===== src/rtl/tuple_operand_skid_buffer_if.sv =====
// Handshake bundle for the tuple operand skid buffer: upstream I0/I1 pair,
// downstream O0/O1 pair and the delivered-pair counter.
interface tuple_operand_skid_buffer_if #(
  parameter int FIELD_W = 1,
  parameter int CNT_W   = 8
);
  logic [FIELD_W-1:0] I0_x;
  logic [FIELD_W-1:0] I0_y;
  logic [FIELD_W-1:0] I1_x;
  logic [FIELD_W-1:0] I1_y;
  logic               in_valid;
  logic               in_ready;
  logic [FIELD_W-1:0] O0_x;
  logic [FIELD_W-1:0] O0_y;
  logic [FIELD_W-1:0] O1_x;
  logic [FIELD_W-1:0] O1_y;
  logic               out_valid;
  logic               out_ready;
  logic [CNT_W-1:0]   XFER_COUNT;

  modport master (
    output I0_x, I0_y, I1_x, I1_y, in_valid, out_ready,
    input  in_ready, O0_x, O0_y, O1_x, O1_y, out_valid, XFER_COUNT
  );

  modport slave (
    input  I0_x, I0_y, I1_x, I1_y, in_valid, out_ready,
    output in_ready, O0_x, O0_y, O1_x, O1_y, out_valid, XFER_COUNT
  );
endinterface


===== src/rtl/tuple_operand_skid_buffer.sv =====
// Two-entry skid buffer feeding the tuple And2 operands; in_ready and all
// outputs come straight from flops, and delivered pairs are counted.
module tuple_operand_skid_buffer #(
  parameter int FIELD_W = 1,
  parameter int CNT_W   = 8
) (
  input logic                      CLK,
  input logic                      ASYNCRESETN,
  tuple_operand_skid_buffer_if.slave bus
);
  localparam int PAIR_W = 4 * FIELD_W;

  localparam logic [1:0] ST_EMPTY = 2'd0;
  localparam logic [1:0] ST_ONE   = 2'd1;
  localparam logic [1:0] ST_FULL  = 2'd2;

  logic [1:0]        state_q, state_d;
  logic [PAIR_W-1:0] m_q, m_d;
  logic [PAIR_W-1:0] s_q, s_d;
  logic              in_ready_q, in_ready_d;
  logic              out_valid_q, out_valid_d;
  logic [CNT_W-1:0]  cnt_q, cnt_d;
  logic [PAIR_W-1:0] in_pair_s;
  logic              in_fire_s;
  logic              out_fire_s;

  assign in_pair_s  = {bus.I0_x, bus.I0_y, bus.I1_x, bus.I1_y};
  assign in_fire_s  = bus.in_valid & in_ready_q;
  assign out_fire_s = out_valid_q & bus.out_ready;

  // Next-state, storage steering and counter update
  always_comb begin
    state_d = state_q;
    m_d     = m_q;
    s_d     = s_q;
    case (state_q)
      ST_EMPTY: begin
        if (in_fire_s) begin
          state_d = ST_ONE;
          m_d     = in_pair_s;
        end else begin
          state_d = ST_EMPTY;
        end
      end
      ST_ONE: begin
        if (in_fire_s && !out_fire_s) begin
          state_d = ST_FULL;
          s_d     = in_pair_s;
        end else if (in_fire_s && out_fire_s) begin
          m_d     = in_pair_s;
        end else if (out_fire_s) begin
          state_d = ST_EMPTY;
        end else begin
          state_d = ST_ONE;
        end
      end
      ST_FULL: begin
        // in_ready is low here, so the only event is draining M and promoting S
        if (out_fire_s) begin
          state_d = ST_ONE;
          m_d     = s_q;
        end else begin
          state_d = ST_FULL;
        end
      end
      default: begin
        state_d = ST_EMPTY;
      end
    endcase

    in_ready_d  = (state_d != ST_FULL);
    out_valid_d = (state_d != ST_EMPTY);

    if (out_fire_s) begin
      cnt_d = cnt_q + CNT_W'(1);
    end else begin
      cnt_d = cnt_q;
    end
  end

  // State, data and status registers
  always_ff @(posedge CLK or negedge ASYNCRESETN) begin
    if (!ASYNCRESETN) begin
      state_q     <= ST_EMPTY;
      m_q         <= {PAIR_W{1'b0}};
      s_q         <= {PAIR_W{1'b0}};
      in_ready_q  <= 1'b1;
      out_valid_q <= 1'b0;
      cnt_q       <= {CNT_W{1'b0}};
    end else begin
      state_q     <= state_d;
      m_q         <= m_d;
      s_q         <= s_d;
      in_ready_q  <= in_ready_d;
      out_valid_q <= out_valid_d;
      cnt_q       <= cnt_d;
    end
  end

  assign bus.in_ready   = in_ready_q;
  assign bus.out_valid  = out_valid_q;
  assign bus.XFER_COUNT = cnt_q;
  assign bus.O0_x       = m_q[4*FIELD_W-1 -: FIELD_W];
  assign bus.O0_y       = m_q[3*FIELD_W-1 -: FIELD_W];
  assign bus.O1_x       = m_q[2*FIELD_W-1 -: FIELD_W];
  assign bus.O1_y       = m_q[1*FIELD_W-1 -: FIELD_W];
endmodule


===== src/flat_wrapper.sv =====
// flat-port wrapper written by rule: the top's interface ports become plain ports
module tuple_operand_skid_buffer_flat 
#(
  parameter int FIELD_W = 1,
  parameter int CNT_W   = 8
)
  (CLK, ASYNCRESETN, bus_I0_x, bus_I0_y, bus_I1_x, bus_I1_y, bus_in_valid, bus_out_ready, bus_in_ready, bus_O0_x, bus_O0_y, bus_O1_x, bus_O1_y, bus_out_valid, bus_XFER_COUNT);
  tuple_operand_skid_buffer_if #(.FIELD_W(FIELD_W), .CNT_W(CNT_W)) bus_i ();
  input logic CLK;
  input logic ASYNCRESETN;
  input wire logic [$bits(bus_i.I0_x)-1:0] bus_I0_x;
  input wire logic [$bits(bus_i.I0_y)-1:0] bus_I0_y;
  input wire logic [$bits(bus_i.I1_x)-1:0] bus_I1_x;
  input wire logic [$bits(bus_i.I1_y)-1:0] bus_I1_y;
  input wire logic [$bits(bus_i.in_valid)-1:0] bus_in_valid;
  input wire logic [$bits(bus_i.out_ready)-1:0] bus_out_ready;
  output wire logic [$bits(bus_i.in_ready)-1:0] bus_in_ready;
  output wire logic [$bits(bus_i.O0_x)-1:0] bus_O0_x;
  output wire logic [$bits(bus_i.O0_y)-1:0] bus_O0_y;
  output wire logic [$bits(bus_i.O1_x)-1:0] bus_O1_x;
  output wire logic [$bits(bus_i.O1_y)-1:0] bus_O1_y;
  output wire logic [$bits(bus_i.out_valid)-1:0] bus_out_valid;
  output wire logic [$bits(bus_i.XFER_COUNT)-1:0] bus_XFER_COUNT;
  assign bus_i.I0_x = bus_I0_x;
  assign bus_i.I0_y = bus_I0_y;
  assign bus_i.I1_x = bus_I1_x;
  assign bus_i.I1_y = bus_I1_y;
  assign bus_i.in_valid = bus_in_valid;
  assign bus_i.out_ready = bus_out_ready;
  assign bus_in_ready = bus_i.in_ready;
  assign bus_O0_x = bus_i.O0_x;
  assign bus_O0_y = bus_i.O0_y;
  assign bus_O1_x = bus_i.O1_x;
  assign bus_O1_y = bus_i.O1_y;
  assign bus_out_valid = bus_i.out_valid;
  assign bus_XFER_COUNT = bus_i.XFER_COUNT;
  tuple_operand_skid_buffer #(.FIELD_W(FIELD_W), .CNT_W(CNT_W)) u_core (.CLK(CLK), .ASYNCRESETN(ASYNCRESETN), .bus(bus_i));
endmodule

===== config.mk =====
export PLATFORM = sky130hd
export DESIGN_NAME = tuple_operand_skid_buffer_flat
export DESIGN_NICKNAME = d
export VERILOG_FILES = /design/src/rtl/tuple_operand_skid_buffer_if.sv /design/src/rtl/tuple_operand_skid_buffer.sv /design/src/flat_wrapper.sv
export SDC_FILE = /design/constraint.sdc
export NUM_CORES = 1
export LEC_CHECK = 0
export ABC_CLOCK_PERIOD_IN_PS = 2520
export CAP_MARGIN = 0
export CORE_MARGIN = 8
export CORE_UTILIZATION = 40
export CTS_CLUSTER_SIZE = 14
export DETAILED_ROUTE_END_ITERATION = 8
export PLACE_DENSITY = 0.67
export SKIP_CTS_REPAIR_TIMING = 1
export SYNTH_ARGS = -nofsm -noshare
export SYNTH_HDL_FRONTEND = slang
export SYNTH_SLANG_ARGS = --single-unit

===== constraint.sdc =====
create_clock -name CLK -period 2.52 [get_ports CLK]
set_input_delay 0.63 -clock CLK [delete_from_list [all_inputs] [get_ports CLK]]
set_output_delay 0.63 -clock CLK [all_outputs]
set_load 0.03 [all_outputs]

==> results of run 1 <==
-- placed cells by master (no fill, tap or decap) --
cell type and instances:
a21boi_0 1, a21o_2 1, a21oi_1 1, a22oi_4 1, and2_1 1, and3_1 2
and4_1 1, buf_4 1, clkbuf_4 3, clkbuf_8 1, clkdlybuf4s50_1 21, dfrtp_1 19
dfstp_2 1, ha_1 1, inv_1 1, mux2_2 8, mux2_4 4, nand2_1 9
nand2b_1 1, nand3_1 4, nor2_1 1, o21a_1 1, o21ai_0 1, o21ai_2 1
o2bb2ai_1 1, xnor2_1 6, xor2_1 1
-- how the worst min path moves through the flow --
stage	start	cells after the start	slack (ns)	endpoint
6_report	u_core.bus.XFER_COUNT[7]	1	0.48	u_core.bus.XFER_COUNT[7]
5_1_grt	u_core.bus.XFER_COUNT[7]	1	0.51	u_core.bus.XFER_COUNT[7]
4_1_cts	u_core.bus.XFER_COUNT[7]	1	0.49	u_core.bus.XFER_COUNT[7]
2_1_floorplan	ASYNCRESETN	0	0.33	u_core.bus.XFER_COUNT[0]
3_5_place_dp	u_core.bus.XFER_COUNT[7]	1	0.47	u_core.bus.XFER_COUNT[7]
3_3_place_gp	u_core.bus.XFER_COUNT[7]	1	0.46	u_core.bus.XFER_COUNT[7]
-- flip-flops by register name, summed over array words and instances, names as in the netlist --
register	count
u_core.s_q	4
u_core.bus.XFER_COUNT	8
u_core.bus.out_valid	1
u_core.bus.in_ready	1
u_core.state_q	2
u_core.m_q	4
-- power groups by stage --
stage	Sequential [mW]	Combinational, mW	Clock [mW]
floorplan	0.728	0.291	0
detailed placement	0.571	0.696	0
global placement	0.564	0.685	0
CTS	0.565	0.699	0.197
finish	0.563	0.686	0.187
global route	0.585	0.736	0.215
-- layout make-up --
cell class,instances,share of cell area [%]
clock buffer,4,3.069
inverter,1,0.3175
multi-input combinational,47,32.80
sequential,20,42.43
tap,28,2.963
timing repair buffer,22,18.41
-- worst reg2reg max path: cells and delay by family, from the launching register on --
| kind | cells | cell delay [ns] |
|---|---|---|
| flops | 1 | 0.44 |
| simple gates | 1 | 0.40 |
| compound gates | 2 | 0.37 |
| mux | 1 | 0.36 |
-- cells by family after synthesis --
family / count (synthesis) / synth area share [%]
buffers and inverters: 3 / 2.200
xor gates and xnor gates: 7 / 6.740
and+or+nand+nor: 19 / 10.04
adders and majority gates: 1 / 1.375
DFF: 20 / 55.16
muxes: 12 / 16.51
AOI/OAI and AO/OA: 8 / 7.978
-- per-stage QoR --
step           hold slack [ns]  std cells
3_5_place_dp            0.4651        118
5_1_grt                 0.5090        122
3_3_place_gp            0.4626        118
6_report                0.4766        122
4_1_cts                 0.4856        122
2_1_floorplan           0.3344         70
-- per-layer routing --
metal,wire length (um),global-route usage [%],vias up,share of wire [%]
met5,0,0,-,0
met4,9,3.343,0,0.55
met3,194,4.594,2,12
met2,746,13.43,25,46
met1,679,9.711,311,42
li1,-,-,289,-
==> metrics.txt, run 1 <==
dominant cell by count in the synthesized netlist dfrtp_1; peak supply drop 0.6172 mV; Layout fillers 210; CTS tree built; routed via count 627; Commonest cells post-synth 19 x dfrtp_1, 9 x nand2_1, 8 x mux2_2; Crit path depth 1; DRC marker count from the first detailed-route iteration 25; Worst Hold Class flop to flop; length of the first detailed-routing pass in iterations 4; Clock Power Share 13.0%; DRC Markers 0; P_sw 557.1 uW; Syn Area/Cell 12.99 um^2; final instance area roughly 0.0012 mm^2; asr flop ratio synth 100.0%; Worst path slowest cell clkdlybuf4s50_1; root buf cell clkbuf_4; Req. time, crit path 1.89 ns; Leak around 0.54 nW; # IOs 22; final net count ~100; core footprint 0.002191 mm^2; Worst path max stage delay between 0.6 and 0.7 ns; Max Freq around 470 MHz; CP Capture Type output port; Syn Inst Count 70; worst reg2reg startpoint u_core.state_q[0]; Yosys Warn Count 0; first-pass GRT wire length 2856 um; area of the multi-input gates 387.9 um^2; CTS sink count 20; Area Overhead vs Synth 29.99%; n_diodes 0; RSZ-0062 raised after global routing no; Setup CP Type flop to output port; pre-CTS WS 0.3498 ns; leading area contributor after synthesis dfrtp_1; CTS max path bufs 2; CP endpoint bus_in_ready; # rows 17; Crit path arrival time roughly 1.5 ns; Tot Pwr between 1 and 1.5 mW; period utilization between 80% and 90%; Comb pwr share 47.8%; largest net degree at the start of global routing 21; total gr overflow 0; final hold violation count 0; Area contributors post-synth dfrtp_1 52%, mux2_2 9.9%, mux2_4 6.6%; Clk Latency, worst-skew pair 0.30 ns; Chip Height about 64 um; Post-DP HPWL 1235 um; Setup Viol. Count Final 0; Max transition margin 71.69%; Yosys reg bits 20; Syn Nets between 70 and 80; EDFF count, synth 0; DR WL/cell 13.35 um; Main synth FF type dfrtp_1; origin of the worst setup path u_core.bus.in_ready; layout cells sized above 1 22.34%; gr usage total 8.642%; reg2reg path depth 4; max-slew violation count 0; R2R Setup Slk 0.85 ns; final setup margin 0.3769 ns; drt via density 5.139; routability cong. 0.7222; Starting Density between 40% and 50%; switching fraction of total power 38.77%; chip width 63.69 um; Int Pwr 879.9 uW; Final ANT Viol Nets 0; crit start category flop; port bufs 21; post-synthesis instance area 909.6 um^2; count of unique library cells instantiated by Yosys 25; PD cells 1215 mW/mm^2; antenna violations before repair 0; Max H-tree Level 1; Post-DP Area 0.001146 mm^2; min Tclk post-route 2.143 ns; Worst Clk Skew just under 0.002 ns; family with the most delay on the worst path buffers and inverters; crit-path cells clkdlybuf4s50_1; post-synthesis sequential area ratio 55.16%; Num CTS Buffers 3; worst-margin pin slew 0.4246 ns; die area 0.004056 mm^2; clock slew seen by the registers of the worst setup and hold paths 0.11 ns; CP max FO 2; r2r endpoint u_core.m_q[3]; run status completed; Sequential Power Share 39.2%; Final Util 53.97%; Buf+Inv Stages, Crit Path 1; vias in the first global route 635; setup TNS 0 ns; Max-Cap Viols 0; Post-Route WL about 1600 um; sequential cell area 501.7 um^2; Synth top area share a little over half
No activity file was read; power rests on OpenSTA's default activity.
==> run 2: changes to the inputs <==
Settings changed: CTS_CLUSTER_SIZE 14 to 28.
==> results of run 2 <==
Same layout as run 1: the final DEF is identical, and so are final timing and power.
